$ cat config.mk
export PLATFORM = sky130hd
export DESIGN_NAME = axi_lite_host_seq
export DESIGN_NICKNAME = d
export VERILOG_FILES = /design/src/rtl/axi_lite_host_seq.sv
export SDC_FILE = /design/constraint.sdc
export NUM_CORES = 1
export LEC_CHECK = 0
export CAP_MARGIN = 15
export CORE_UTILIZATION = 36
export DETAILED_ROUTE_END_ITERATION = 16
export PLACE_DENSITY_LB_ADDON = 0.08
export SLEW_MARGIN = 20
export SYNTH_ARGS = -nofsm -noshare
export SYNTH_HDL_FRONTEND = slang
export SYNTH_SLANG_ARGS = --single-unit
$ cat constraint.sdc
create_clock -name clk -period 2.55 [get_ports clk]
set_clock_uncertainty 0.05 [all_clocks]
set_input_delay 0.51 -clock clk [delete_from_list [all_inputs] [get_ports clk]]
set_output_delay 0.51 -clock clk [all_outputs]
set_load 0.02 [all_outputs]
$ cat src/rtl/axi_lite_host_seq.sv
// axi_lite_host_seq
//
// Runs one accelerator job over an AXI-Lite master port: write K (0x08),
// write CTRL.start (0x00 <= 1), then poll STATUS (0x04) until done (bit 0),
// inserting POLL_GAP idle cycles between polls. The job outcome is returned
// on a valid/ready response channel.
//
// Ports
//   clk, rst_n                 clock, asynchronous active-low reset
//   cmd_valid/cmd_ready/cmd_k  job request; accepted only while idle
//   rsp_valid/rsp_ready        job completion handshake
//   rsp_status                 00 ok, 01 write error, 10 read error, 11 timeout
//   m_axi_aw*/w*/b*            AXI-Lite write channels
//   m_axi_ar*/r*               AXI-Lite read channels
//
// Optional feature: define HOST_SEQ_TIMEOUT_EN to give up after 256 STATUS
// reads that return done=0 (status 11). Without it, polling never stops.

module axi_lite_host_seq #(
    parameter int ADDR_W   = 32,
    parameter int DATA_W   = 32,
    parameter int POLL_GAP = 4
) (
    input  logic              clk,
    input  logic              rst_n,
    input  logic              cmd_valid,
    output logic              cmd_ready,
    input  logic [31:0]       cmd_k,
    output logic              rsp_valid,
    input  logic              rsp_ready,
    output logic [1:0]        rsp_status,
    output logic [ADDR_W-1:0] m_axi_awaddr,
    output logic              m_axi_awvalid,
    input  logic              m_axi_awready,
    output logic [DATA_W-1:0] m_axi_wdata,
    output logic              m_axi_wvalid,
    input  logic              m_axi_wready,
    input  logic              m_axi_bvalid,
    input  logic [1:0]        m_axi_bresp,
    output logic              m_axi_bready,
    output logic [ADDR_W-1:0] m_axi_araddr,
    output logic              m_axi_arvalid,
    input  logic              m_axi_arready,
    input  logic [DATA_W-1:0] m_axi_rdata,
    input  logic [1:0]        m_axi_rresp,
    input  logic              m_axi_rvalid,
    output logic              m_axi_rready
);

    localparam logic [3:0] ST_IDLE    = 4'd0;
    localparam logic [3:0] ST_WR_K    = 4'd1;
    localparam logic [3:0] ST_WR_K_B  = 4'd2;
    localparam logic [3:0] ST_WR_GO   = 4'd3;
    localparam logic [3:0] ST_WR_GO_B = 4'd4;
    localparam logic [3:0] ST_RD_ST   = 4'd5;
    localparam logic [3:0] ST_RD_ST_R = 4'd6;
    localparam logic [3:0] ST_GAP     = 4'd7;
    localparam logic [3:0] ST_RSP     = 4'd8;

    localparam logic [ADDR_W-1:0] REG_CTRL   = ADDR_W'(8'h00);
    localparam logic [ADDR_W-1:0] REG_STATUS = ADDR_W'(8'h04);
    localparam logic [ADDR_W-1:0] REG_K      = ADDR_W'(8'h08);

    localparam logic [1:0] RSP_OK      = 2'b00;
    localparam logic [1:0] RSP_WR_ERR  = 2'b01;
    localparam logic [1:0] RSP_RD_ERR  = 2'b10;
    localparam logic [1:0] RSP_TIMEOUT = 2'b11;

    // Gap counter runs 0 .. POLL_GAP-1; keep at least one bit so POLL_GAP=0 still elaborates.
    localparam int GAP_W = (POLL_GAP > 1) ? $clog2(POLL_GAP) : 1;
    localparam logic [GAP_W-1:0] GAP_LAST = GAP_W'((POLL_GAP > 0) ? (POLL_GAP - 1) : 0);

    logic [3:0]        state_r;
    logic              cmd_ready_r;
    logic              awvalid_r;
    logic              wvalid_r;
    logic [ADDR_W-1:0] awaddr_r;
    logic [DATA_W-1:0] wdata_r;
    logic              bready_r;
    logic              arvalid_r;
    logic [ADDR_W-1:0] araddr_r;
    logic              rready_r;
    logic              rsp_valid_r;
    logic [1:0]        rsp_status_r;
    logic [GAP_W-1:0]  gap_cnt_r;

    logic aw_done_s;
    logic w_done_s;
    logic timeout_s;
    logic unused_s;

    // A channel is finished once its valid has dropped or is handshaking right now.
    assign aw_done_s = !awvalid_r || m_axi_awready;
    assign w_done_s  = !wvalid_r  || m_axi_wready;

    // Only bit 0 of STATUS and the upper response bit carry meaning here.
    assign unused_s = ^{m_axi_rdata[DATA_W-1:1], m_axi_bresp[0], m_axi_rresp[0]};

`ifdef HOST_SEQ_TIMEOUT_EN
    logic [7:0] poll_cnt_r;

    // Counts not-done STATUS reads since polling for the current job began.
    always_ff @(posedge clk or negedge rst_n) begin
        if (!rst_n) begin
            poll_cnt_r <= 8'd0;
        end else if (state_r == ST_WR_GO_B && m_axi_bvalid && !m_axi_bresp[1]) begin
            poll_cnt_r <= 8'd0;
        end else if (state_r == ST_RD_ST_R && m_axi_rvalid && !m_axi_rresp[1] && !m_axi_rdata[0]) begin
            poll_cnt_r <= poll_cnt_r + 8'd1;
        end else begin
            poll_cnt_r <= poll_cnt_r;
        end
    end

    // The 256th not-done read arrives while 255 are already counted.
    assign timeout_s = (poll_cnt_r == 8'd255);
`else
    assign timeout_s = 1'b0;
`endif

    // Sequencer FSM; every AXI and response output is a register updated here.
    always_ff @(posedge clk or negedge rst_n) begin
        if (!rst_n) begin
            state_r      <= ST_IDLE;
            cmd_ready_r  <= 1'b1;
            awvalid_r    <= 1'b0;
            wvalid_r     <= 1'b0;
            awaddr_r     <= '0;
            wdata_r      <= '0;
            bready_r     <= 1'b0;
            arvalid_r    <= 1'b0;
            araddr_r     <= '0;
            rready_r     <= 1'b0;
            rsp_valid_r  <= 1'b0;
            rsp_status_r <= RSP_OK;
            gap_cnt_r    <= '0;
        end else begin
            case (state_r)
                ST_IDLE: begin
                    if (cmd_valid && cmd_ready_r) begin
                        state_r     <= ST_WR_K;
                        cmd_ready_r <= 1'b0;
                        awvalid_r   <= 1'b1;
                        wvalid_r    <= 1'b1;
                        awaddr_r    <= REG_K;
                        wdata_r     <= DATA_W'(cmd_k);
                    end
                end
                ST_WR_K, ST_WR_GO: begin
                    // AW and W complete independently; move on when both are done.
                    if (awvalid_r && m_axi_awready) begin
                        awvalid_r <= 1'b0;
                    end
                    if (wvalid_r && m_axi_wready) begin
                        wvalid_r <= 1'b0;
                    end
                    if (aw_done_s && w_done_s) begin
                        state_r  <= (state_r == ST_WR_K) ? ST_WR_K_B : ST_WR_GO_B;
                        bready_r <= 1'b1;
                    end
                end
                ST_WR_K_B, ST_WR_GO_B: begin
                    if (m_axi_bvalid) begin
                        bready_r <= 1'b0;
                        if (m_axi_bresp[1]) begin
                            state_r      <= ST_RSP;
                            rsp_valid_r  <= 1'b1;
                            rsp_status_r <= RSP_WR_ERR;
                        end else if (state_r == ST_WR_K_B) begin
                            state_r   <= ST_WR_GO;
                            awvalid_r <= 1'b1;
                            wvalid_r  <= 1'b1;
                            awaddr_r  <= REG_CTRL;
                            wdata_r   <= DATA_W'(32'd1);
                        end else begin
                            state_r   <= ST_RD_ST;
                            arvalid_r <= 1'b1;
                            araddr_r  <= REG_STATUS;
                        end
                    end
                end
                ST_RD_ST: begin
                    if (m_axi_arready) begin
                        state_r   <= ST_RD_ST_R;
                        arvalid_r <= 1'b0;
                        rready_r  <= 1'b1;
                    end
                end
                ST_RD_ST_R: begin
                    if (m_axi_rvalid) begin
                        rready_r <= 1'b0;
                        if (m_axi_rresp[1]) begin
                            state_r      <= ST_RSP;
                            rsp_valid_r  <= 1'b1;
                            rsp_status_r <= RSP_RD_ERR;
                        end else if (m_axi_rdata[0]) begin
                            state_r      <= ST_RSP;
                            rsp_valid_r  <= 1'b1;
                            rsp_status_r <= RSP_OK;
                        end else if (timeout_s) begin
                            state_r      <= ST_RSP;
                            rsp_valid_r  <= 1'b1;
                            rsp_status_r <= RSP_TIMEOUT;
                        end else if (POLL_GAP == 0) begin
                            state_r   <= ST_RD_ST;
                            arvalid_r <= 1'b1;
                        end else begin
                            state_r   <= ST_GAP;
                            gap_cnt_r <= '0;
                        end
                    end
                end
                ST_GAP: begin
                    if (gap_cnt_r == GAP_LAST) begin
                        state_r   <= ST_RD_ST;
                        arvalid_r <= 1'b1;
                    end else begin
                        gap_cnt_r <= gap_cnt_r + GAP_W'(1'b1);
                    end
                end
                ST_RSP: begin
                    if (rsp_ready) begin
                        state_r     <= ST_IDLE;
                        rsp_valid_r <= 1'b0;
                        cmd_ready_r <= 1'b1;
                    end
                end
                default: begin
                    // Unreachable encoding: drop everything and go idle.
                    state_r     <= ST_IDLE;
                    cmd_ready_r <= 1'b1;
                    awvalid_r   <= 1'b0;
                    wvalid_r    <= 1'b0;
                    bready_r    <= 1'b0;
                    arvalid_r   <= 1'b0;
                    rready_r    <= 1'b0;
                    rsp_valid_r <= 1'b0;
                end
            endcase
        end
    end

    assign cmd_ready     = cmd_ready_r;
    assign rsp_valid     = rsp_valid_r;
    assign rsp_status    = rsp_status_r;
    assign m_axi_awaddr  = awaddr_r;
    assign m_axi_awvalid = awvalid_r;
    assign m_axi_wdata   = wdata_r;
    assign m_axi_wvalid  = wvalid_r;
    assign m_axi_bready  = bready_r;
    assign m_axi_araddr  = araddr_r;
    assign m_axi_arvalid = arvalid_r;
    assign m_axi_rready  = rready_r;

endmodule

==> impl_results.rst, run 1 <==
.. list-table::
   :header-rows: 1

   * - Metric
     - Value
   * - Resized cells post-CTS
     - 0
   * - Total gr overflow
     - 0
   * - Synth Area in Simple Gates
     - 0.0948
   * - Total of fill cells in the finished design
     - 726
   * - Routed vias
     - 2110
   * - Mean instance size in the synthesized netlist
     - 10.4 sq um
   * - Top_reg_cell synth
     - sky130_fd_sc_hd__dfrtp_1
   * - Number of enable-type register cells in the synthesized netlist
     - 0
   * - Outcome
     - completed
   * - Final weighted congestion in routability-driven placement
     - 0.796
   * - Portion of synthesized cell area occupied by the leading cell type
     - 0.427
   * - Number of sinks on the clock net
     - 49
   * - Max Transition Viols Final
     - 0
   * - Total half-perimeter wirelength after legalization and detailed placement
     - 4.48 mm
   * - IO buf count
     - 86
   * - Reported leakage power
     - 1.61 nW
   * - Fraction of synthesized cell area in xor and xnor cells
     - 0.00578
   * - Cell area after synthesis
     - 2810 sq um
   * - CTS buffer count
     - 5
   * - Proportion of synthesized flip-flops having asynchronous set or reset
     - 1.00
   * - Time the worst path needs with I/O delays and setup
     - 2.03 ns
   * - Post-route cell area
     - 3600 sq um
   * - Initial antenna violation count
     - 0
   * - Biggest area contributors in the synthesized netlist
     - sky130_fd_sc_hd__dfrtp_1, sky130_fd_sc_hd__buf_4, sky130_fd_sc_hd__a22o_1, sky130_fd_sc_hd__nand2_1, sky130_fd_sc_hd__buf_6
   * - Final setup viols
     - 0
   * - Deepest level of the CTS H-tree
     - 2
   * - Post-CTS Repair Setup Buffers
     - 0
   * - Detail-routed via count per cell
     - 4.63
   * - CP peak stage delay
     - 0.61 ns
   * - CP Cell Sequence
     - clkdlybuf4s50_1
   * - Total length of routed wires
     - 6.08 mm
   * - Cell count after placement
     - 448
   * - Critical path startpoint category
     - flop
   * - Cell Count, Final, Fillers Out
     - 456
   * - Clock transition at the registers of the reported paths
     - 0.09 ns
   * - Max-Cap Viols
     - 0
   * - Flip-flop and latch count after synthesis
     - 49
   * - CP delay by family, top
     - buffers and inverters
   * - Reg2Reg Depth
     - 6
   * - Ys Warns
     - 0
   * - Gate count of the mapped netlist
     - 271
   * - Number of global-route vias before repair
     - 1962
   * - Main combinational cell family by area after synthesis
     - compound AO/OA/AOI/OAI gates
   * - CTS tree
     - built
   * - Routed wire length per instance
     - 13.3 um
   * - Final hold slack
     - 0.187 ns
   * - Setup Total Neg Slack
     - 0 ns
   * - Number of cells on the critical path
     - 1
   * - Required time of the critical path
     - 1.99 ns
   * - Total count of hold-check failures in the final report
     - 0
   * - Achievable clock frequency
     - 0.492 GHz
   * - Iteration count of the initial detailed-routing pass
     - 4
   * - Quantity of hold-fixing buffers added after cts
     - 0
   * - Library cell with the largest summed area after synthesis
     - sky130_fd_sc_hd__dfrtp_1
   * - Die area
     - 8170 sq um
   * - Share of final-layout standard cells stronger than drive strength 1
     - 0.0812
   * - Worst endpoint data arrival time
     - 1.47 ns
   * - Power per standard cell area
     - 1260 nW/um^2
   * - Sequential standard cell area
     - 1230 sq um
   * - Total number of placement rows
     - 31
   * - Post-DP Area
     - 3510 sq um
   * - Worst-case headroom to the max-slew limit
     - 0.550
   * - Count of routing violations after the opening detailed-route iteration
     - 91
   * - Latest clock arrival within the worst-skew pair
     - 0.29 ns
   * - Number of primary I/O pins
     - 182
   * - Adder-Cell Fraction of Synth Area
     - 0.00445
   * - Starting density of the core
     - 0.380
   * - Placeable core region
     - 7410 sq um
   * - Number of buffers on the longest clock path
     - 2
   * - Post-route DRC
     - 0
   * - Multi-input logic area
     - 1210 sq um
   * - First-pass GRT wire length
     - 9.78 mm
   * - Synth-to-layout area growth
     - 27.9%
   * - Antenna-violating nets left
     - 0
   * - Floorplan die height
     - 90.4 um
   * - Transition time at the pin with the least slew margin
     - 0.674 ns
   * - Worst setup EP type
     - output pin
   * - Cell at the root of the clock tree
     - sky130_fd_sc_hd__clkbuf_8
   * - Slack of the worst reg-to-reg path
     - 0.60 ns
   * - Portion of the clock cycle consumed by the worst path in the final layout
     - 0.797
   * - Number of buffers and inverters on the critical path
     - 1
   * - Class of the most critical hold timing path
     - in2async
   * - Complex-gate fraction of the synthesized area
     - 0.227
   * - Standard cell with the maximum stage delay on the critical path
     - sky130_fd_sc_hd__clkdlybuf4s50_1
   * - Diode insertion count for antenna repair
     - 0
   * - Horizontal extent of the die
     - 90.4 um
   * - Multiplexer area fraction after synthesis
     - 0.0142
   * - Distinct cells, synth
     - 50
   * - Overall Global Routing Usage
     - 0.149
   * - Worst ir drop on vdd
     - 606 uV
   * - Pin count of the biggest net entering global routing
     - 34
   * - Crit-path max FO
     - 4
   * - Category of the critical setup timing path
     - reg2out
   * - RSZ-0062 raised after global routing
     - no
   * - Post-synthesis sequential area ratio
     - 0.436
   * - # nets final
     - 434
   * - Power Total
     - 4.53 mW
[layer usage]
metal / global-route usage / routed length (um)
met1: 0.198 / 2820
met3: 0.0412 / 346
met2: 0.242 / 2880
met4: 0.0323 / 33
met5: 0 / 0
[flip-flops by register name, indices dropped and copies added (netlist names), 2 cells and up]
signal       flops
gap_cnt_r        2
m_axi_wdata     32
state_r          4
rsp_status       2
[synth_stat cells, types with 3 or more instances]
cell type,count
sky130_fd_sc_hd__o21ai_0,10
sky130_fd_sc_hd__buf_4,63
sky130_fd_sc_hd__nand3_1,4
sky130_fd_sc_hd__nor3_1,3
sky130_fd_sc_hd__buf_2,9
sky130_fd_sc_hd__nor2_1,10
sky130_fd_sc_hd__buf_6,5
sky130_fd_sc_hd__a22o_1,31
sky130_fd_sc_hd__inv_1,8
sky130_fd_sc_hd__a31oi_1,3
sky130_fd_sc_hd__nand2_1,16
sky130_fd_sc_hd__nor2b_1,4
sky130_fd_sc_hd__a21oi_1,7
sky130_fd_sc_hd__nand4_1,3
sky130_fd_sc_hd__dfrtp_1,48
[where the power goes]
part           leakage (nW)  switching, mW  internal [mW]  total (mW)
Sequential            0.589          0.256           1.15        1.41
Combinational         0.974           1.40           1.26        2.66
Clock                0.0445          0.266          0.195       0.461
[stage by stage]
step,setup WS [ns],utilization
2_1_floorplan,0.920,-
3_3_place_gp,0.255,0.473
3_5_place_dp,0.265,0.473
4_1_cts,0.495,0.486
5_1_grt,0.395,0.486
6_report,0.517,0.486
[placed cells by master, fill, tap and decap left out, types with 2 or more instances in the layout]
| cell | Yosys | final |
|---|---|---|
| sky130_fd_sc_hd__a211oi_2 | 2 | 2 |
| sky130_fd_sc_hd__a21oi_1 | 7 | 7 |
| sky130_fd_sc_hd__a221o_1 | 2 | 2 |
| sky130_fd_sc_hd__a22o_1 | 31 | 31 |
| sky130_fd_sc_hd__a31oi_1 | 3 | 3 |
| sky130_fd_sc_hd__a32oi_1 | 2 | 2 |
| sky130_fd_sc_hd__a41oi_1 | 2 | 2 |
| sky130_fd_sc_hd__and2_1 | 2 | 2 |
| sky130_fd_sc_hd__and2b_1 | 2 | 2 |
| sky130_fd_sc_hd__buf_4 | 63 | 8 |
| sky130_fd_sc_hd__clkbuf_8 | 0 | 5 |
| sky130_fd_sc_hd__clkdlybuf4s50_1 | 0 | 85 |
| sky130_fd_sc_hd__conb_1 | 1 | 62 |
| sky130_fd_sc_hd__dfrtp_1 | 48 | 48 |
| sky130_fd_sc_hd__inv_1 | 8 | 8 |
| sky130_fd_sc_hd__mux2_4 | 2 | 2 |
| sky130_fd_sc_hd__nand2_1 | 16 | 16 |
| sky130_fd_sc_hd__nand2b_1 | 2 | 2 |
| sky130_fd_sc_hd__nand3_1 | 4 | 4 |
| sky130_fd_sc_hd__nand4_1 | 3 | 3 |
| sky130_fd_sc_hd__nor2_1 | 10 | 10 |
| sky130_fd_sc_hd__nor2b_1 | 4 | 4 |
| sky130_fd_sc_hd__nor3_1 | 3 | 3 |
| sky130_fd_sc_hd__nor3b_1 | 2 | 2 |
| sky130_fd_sc_hd__o21a_1 | 2 | 2 |
| sky130_fd_sc_hd__o21ai_0 | 10 | 10 |
| sky130_fd_sc_hd__o21bai_1 | 2 | 2 |
| sky130_fd_sc_hd__o31ai_1 | 2 | 2 |
[cell families after synthesis]
| kind of cell | Yosys count |
|---|---|
| AND/OR/NAND/NOR | 52 |
| other | 1 |
| AO/OA/AOI/OAI | 78 |
| adder cells (fa/ha/maj) | 1 |
| XOR/XNOR | 1 |
| buffers and inverters | 86 |
| multiplexers | 3 |
| flip-flops | 49 |
[layout make-up]
type	count	area share
Tap cell	99	0.0344
Sequential cell	49	0.341
Timing Repair Buffer	94	0.255
Clock buffer	5	0.0191
Inverter	9	0.00939
Clock inverter	3	0.00591
Multi-Input combinational cell	197	0.335
[path summary, 6_finish.rpt]
path                            startpoint         endpoint
max reg2reg                     state_r[1]  m_axi_wdata[16]
max                              cmd_ready        cmd_ready
max in group asynchronous            rst_n        cmd_ready
min in group clk           m_axi_araddr[2]  m_axi_araddr[2]
min                                  rst_n     m_axi_rready
min reg2reg                m_axi_araddr[2]  m_axi_araddr[2]
Power figures use the tool's default switching activity.
==> run 2, diff against run 1 <==
- clock period: 2.55 -> 2 ns (I/O delays scaled with it)
==> impl_results.rst, run 2 (synthesis results as in run 1) <==
.. list-table::
   :header-rows: 1

   * - Metric
     - Value
   * - Outcome
     - completed
   * - Required time of the critical path
     - 1.55 ns
   * - Post-CTS Repair Setup Buffers
     - 0
   * - Category of the critical setup timing path
     - reg2out
   * - IO buf count
     - 86
   * - Count of routing violations after the opening detailed-route iteration
     - 109
   * - Share of final-layout standard cells stronger than drive strength 1
     - 0.109
   * - Cell count after placement
     - 459
   * - Placeable core region
     - 7410 sq um
   * - Power Total
     - 5.96 mW
   * - Synth-to-layout area growth
     - 32.2%
   * - Commonest cells after routing, fill and taps aside
     - sky130_fd_sc_hd__clkdlybuf4s50_1, sky130_fd_sc_hd__conb_1, sky130_fd_sc_hd__dfrtp_1
   * - CTS tree
     - built
   * - Number of buffers on the longest clock path
     - 2
   * - Latest clock arrival within the worst-skew pair
     - 0.29 ns
   * - Iteration count of the initial detailed-routing pass
     - 4
   * - Routed vias
     - 2186
   * - CP Cell Sequence
     - clkdlybuf4s50_1
   * - Portion of the clock cycle consumed by the worst path in the final layout
     - 0.955
   * - Final setup viols
     - 0
   * - CP peak stage delay
     - 0.61 ns
   * - Detail-routed via count per cell
     - 4.68
   * - Leading cell type in the layout, fill and taps excluded
     - sky130_fd_sc_hd__clkdlybuf4s50_1
   * - Routed wire length per instance
     - 13.3 um
   * - Standard cell with the maximum stage delay on the critical path
     - sky130_fd_sc_hd__clkdlybuf4s50_1
   * - Floorplan die height
     - 90.4 um
   * - Worst setup EP type
     - output pin
   * - Met2 Use GR
     - 0.242
   * - Max-Cap Viols
     - 0
   * - Class of the most critical hold timing path
     - in2async
   * - Met1 GRT Util
     - 0.214
   * - Deepest level of the CTS H-tree
     - 2
   * - Critical path startpoint category
     - flop
   * - First-pass GRT wire length
     - 10.0 mm
   * - Power per standard cell area
     - 1600 nW/um^2
   * - Max Transition Viols Final
     - 0
   * - Diode insertion count for antenna repair
     - 0
   * - Resized cells post-CTS
     - 0
   * - Number of global-route vias before repair
     - 1934
   * - Horizontal extent of the die
     - 90.4 um
   * - Post-route DRC
     - 0
   * - Time the worst path needs with I/O delays and setup
     - 1.91 ns
   * - Worst ir drop on vdd
     - 775 uV
   * - Total half-perimeter wirelength after legalization and detailed placement
     - 4.54 mm
   * - Number of primary I/O pins
     - 182
   * - Final WS setup
     - 0.0896 ns
   * - Fraction of met3 tracks used by global routing
     - 0.0303
   * - RSZ-0062 raised after global routing
     - no
   * - Total count of hold-check failures in the final report
     - 0
   * - Final hold slack
     - 0.0154 ns
   * - Max FFs per register
     - 32
   * - Reported leakage power
     - 1.68 nW
   * - Cell Count, Final, Fillers Out
     - 467
   * - Total length of routed wires
     - 6.20 mm
   * - Overall Global Routing Usage
     - 0.152
   * - Number of sinks on the clock net
     - 49
   * - Total number of placement rows
     - 31
   * - Worst endpoint data arrival time
     - 1.46 ns
   * - Reg2Reg Depth
     - 5
   * - # nets final
     - 445
   * - CTS buffer count
     - 5
   * - Final weighted congestion in routability-driven placement
     - 0.782
   * - Crit-path max FO
     - 4
   * - Clock transition at the registers of the reported paths
     - 0.09 ns
   * - Pin count of the biggest net entering global routing
     - 50
   * - Quantity of hold-fixing buffers added after cts
     - 0
   * - Post-layout utilization of the core
     - 0.502
   * - Starting density of the core
     - 0.380
   * - Number of buffers and inverters on the critical path
     - 1
   * - Achievable clock frequency
     - 0.523 GHz
   * - Initial antenna violation count
     - 0
   * - Antenna-violating nets left
     - 0
   * - Cell at the root of the clock tree
     - sky130_fd_sc_hd__clkbuf_8
   * - Pre-CTS setup slack
     - -0.0842 ns
   * - Layer with the highest usage
     - met2
   * - Total gr overflow
     - 0
   * - CP delay by family, top
     - buffers and inverters
   * - Die area
     - 8170 sq um
   * - Number of cells on the critical path
     - 1
==> run 2: worst paths after layout <==
| path | from | slack, ns | to |
|---|---|---|---|
| max | cmd_ready | 0.09 | cmd_ready |
| min | rst_n | 0.02 | m_axi_rready |
| max reg2reg | state_r[2] | 0.21 | m_axi_wdata[18] |
| min reg2reg | m_axi_araddr[2] | 0.43 | m_axi_araddr[2] |
| max in group asynchronous | rst_n | 1.58 | cmd_ready |
| min in group clk | m_axi_araddr[2] | 0.43 | m_axi_araddr[2] |
==> run 2: worst reg2reg max path: stages, from the launching register on <==
cell	delay (ns)
sky130_fd_sc_hd__dfrtp_1	0.48
sky130_fd_sc_hd__buf_4	0.20
sky130_fd_sc_hd__nor4_2	0.35
sky130_fd_sc_hd__nand2_1	0.15
sky130_fd_sc_hd__buf_12	0.19
sky130_fd_sc_hd__a22o_1	0.26
==> run 2: power breakdown <==
part           internal (mW)  switching (mW)  leakage, nW
combinational           1.76            1.83         1.04
sequential              1.47           0.319        0.589
clock                  0.249           0.339       0.0481
total                   3.47            2.49         1.68
==> run 2: stage by stage <==
step	area (sq um)	setup TNS (ns)
2_1_floorplan	3040	0
3_3_place_gp	3630	-2.89
3_5_place_dp	3630	-2.33
4_1_cts	3720	0
5_1_grt	3720	0
6_report	3720	0
==> run 2: area by class of cell <==
cell class	count	area, sq um
Clock buffer	5	68.8
Clock inverter	3	22.5
Sequential cell	49	1230
Multi-Input combinational cell	197	1210
Inverter	9	33.8
Timing Repair Buffer	105	1040
Fill cell	725	3690
Tap cell	99	124
==> run 2: per-layer routing <==
metal | share of wire | vias to the layer above
met5 | 0 | -
met4 | 0.0035 | 0
met3 | 0.054 | 2
met2 | 0.46 | 91
met1 | 0.48 | 1061
li1 | - | 1032
==> run 3, diff against run 2 <==
- PLACE_DENSITY_LB_ADDON: 0.08 -> 0.05
==> impl_results.rst, run 3 (synthesis results as in run 1) <==
.. list-table::
   :header-rows: 1

   * - Metric
     - Value
   * - Post-DP Area
     - 3620 sq um
   * - Number of primary I/O pins
     - 182
   * - Leading cell type in the layout, fill and taps excluded
     - sky130_fd_sc_hd__clkdlybuf4s50_1
   * - Horizontal extent of the die
     - 90.4 um
   * - Standard cell with the maximum stage delay on the critical path
     - sky130_fd_sc_hd__clkdlybuf4s50_1
   * - Post-CTS Repair Setup Buffers
     - 0
   * - Clock transition at the registers of the reported paths
     - 0.10 ns
   * - Resized cells post-CTS
     - 0
   * - Met2 Use GR
     - 0.235
   * - Slack of the worst reg-to-reg path
     - 0.18 ns
   * - Final hold slack
     - 0.00693 ns
   * - Worst endpoint data arrival time
     - 1.48 ns
   * - Sequential standard cell area
     - 1230 sq um
   * - Outcome
     - completed
   * - Start point of the critical path
     - cmd_ready
   * - Routed vias
     - 2186
   * - Sw frac
     - 0.417
   * - Reg2Reg Depth
     - 4
   * - Power per standard cell area
     - 1620 nW/um^2
   * - Die area
     - 8170 sq um
   * - Iteration count of the initial detailed-routing pass
     - 4
   * - Synth-to-layout area growth
     - 32.0%
   * - Post-route cell area
     - 3710 sq um
   * - Max-Cap Viols
     - 0
   * - Total length of routed wires
     - 6.22 mm
   * - Origin of the critical flop-to-flop path
     - state_r[2]
   * - Worst setup EP type
     - output pin
   * - Detail-routed via count per cell
     - 4.70
   * - Quantity of hold-fixing buffers added after cts
     - 0
   * - Cell at the root of the clock tree
     - sky130_fd_sc_hd__clkbuf_8
   * - Fraction of met3 tracks used by global routing
     - 0.0345
   * - Number of sinks on the clock net
     - 49
   * - Critical path startpoint category
     - flop
   * - Share of total power in sequential cells
     - 0.301
   * - Max FFs per register
     - 32
   * - Deepest level of the CTS H-tree
     - 2
   * - Placeable core region
     - 7410 sq um
   * - Total number of placement rows
     - 31
   * - Number of buffers and inverters on the critical path
     - 1
   * - Total gr overflow
     - 0
   * - Required time of the critical path
     - 1.55 ns
   * - Pre-CTS setup slack
     - -0.0868 ns
   * - Final weighted congestion in routability-driven placement
     - 0.831
   * - Final setup viols
     - 0
   * - # nets final
     - 443
   * - Time the worst path needs with I/O delays and setup
     - 1.93 ns
   * - CTS tree
     - built
   * - Initial antenna violation count
     - 0
   * - Count of routing violations after the opening detailed-route iteration
     - 82
   * - Number of global-route vias before repair
     - 1970
   * - Class of the most critical hold timing path
     - in2async
   * - Latest clock arrival within the worst-skew pair
     - 0.31 ns
   * - Number of buffers on the longest clock path
     - 2
   * - Diode insertion count for antenna repair
     - 0
   * - IO buf count
     - 86
   * - Reported leakage power
     - 1.66 nW
   * - Reg2reg end
     - rsp_status[0]
   * - Worst ir drop on vdd
     - 676 uV
   * - Multi-input logic area
     - 1210 sq um
   * - Met1 GRT Util
     - 0.218
   * - Starting density of the core
     - 0.380
   * - Share of final-layout standard cells stronger than drive strength 1
     - 0.101
   * - Total half-perimeter wirelength after legalization and detailed placement
     - 4.46 mm
   * - Max Transition Viols Final
     - 0
   * - CP delay by family, top
     - buffers and inverters
   * - CP Cell Sequence
     - clkdlybuf4s50_1
   * - Worst setup path endpoint
     - cmd_ready
   * - Achievable clock frequency
     - 0.519 GHz
   * - RSZ-0062 raised after global routing
     - no
   * - Category of the critical setup timing path
     - reg2out
   * - Setup Total Neg Slack
     - 0 ns
   * - Routed wire length per instance
     - 13.4 um
   * - Switching pwr
     - 2.50 mW
   * - CTS buffer count
     - 5
   * - Final WS setup
     - 0.0744 ns
   * - Crit-path max FO
     - 4
   * - First-pass GRT wire length
     - 10.1 mm
   * - Pin count of the biggest net entering global routing
     - 50
   * - Total of fill cells in the finished design
     - 716
   * - Layer with the highest usage
     - met2
   * - CP peak stage delay
     - 0.61 ns
   * - Overall Global Routing Usage
     - 0.153
   * - Portion of the clock cycle consumed by the worst path in the final layout
     - 0.963
   * - Cell-internal power
     - 3.49 mW
   * - Floorplan die height
     - 90.4 um
   * - Number of cells on the critical path
     - 1
   * - Post-route DRC
     - 0
   * - Total count of hold-check failures in the final report
     - 0
   * - Antenna-violating nets left
     - 0
   * - Combinational power share
     - 0.600
   * - Clock Power Share
     - 0.099
   * - Commonest cells after routing, fill and taps aside
     - sky130_fd_sc_hd__clkdlybuf4s50_1, sky130_fd_sc_hd__conb_1, sky130_fd_sc_hd__dfrtp_1
[run 3: cell count changes in the layout (fill, tap and decap cells not counted), sizes merged]
cell and delta:
buf -2, clkbuf +1, clkinv -3, clkinvlp +2
[run 3: metal layers]
layer / part of all wire / wire, um
met1: 0.47 / 2940
met2: 0.45 / 2810
met3: 0.066 / 409
met4: 0.0088 / 55
met5: 0 / 0
[run 3: worst min path at each step]
stage	from	end	slack, ns	cells past startpoint
after global placement	rst_n	m_axi_rready	0.36	2
after global routing	rst_n	m_axi_rready	0.02	2
after CTS	rst_n	m_axi_rready	0.02	2
after floorplan	rst_n	gap_cnt_r[0]	0.05	0
final	rst_n	m_axi_rready	0.007	2
after detailed placement	rst_n	gap_cnt_r[0]	0.36	2
[run 3: metrics by stage]
step                 util  instances  power [mW]
floorplan               -        332        4.12
global placement    0.489        457        5.41
finish              0.501        465        6.00
global route        0.501        465        6.39
detailed placement  0.489        457        5.44
CTS                 0.501        465        6.06
[run 3: layout make-up]
cell class,instances,area share
Clock inverter,2,0.00404
Clock buffer,6,0.0195
Tap cell,99,0.0334
Multi-Input combinational cell,197,0.325
Sequential cell,49,0.331
Timing Repair Buffer,103,0.278
Inverter,9,0.00910
[run 3: power by group through the flow]
| stage | registers, mW | logic (mW) | clock network (mW) |
|---|---|---|---|
| 5_1_grt | 1.88 | 3.86 | 0.652 |
| 3_3_place_gp | 1.81 | 3.59 | 0 |
| 4_1_cts | 1.81 | 3.63 | 0.619 |
| 3_5_place_dp | 1.81 | 3.63 | 0 |
| 2_1_floorplan | 2.25 | 1.87 | 0 |
| 6_report | 1.80 | 3.60 | 0.596 |
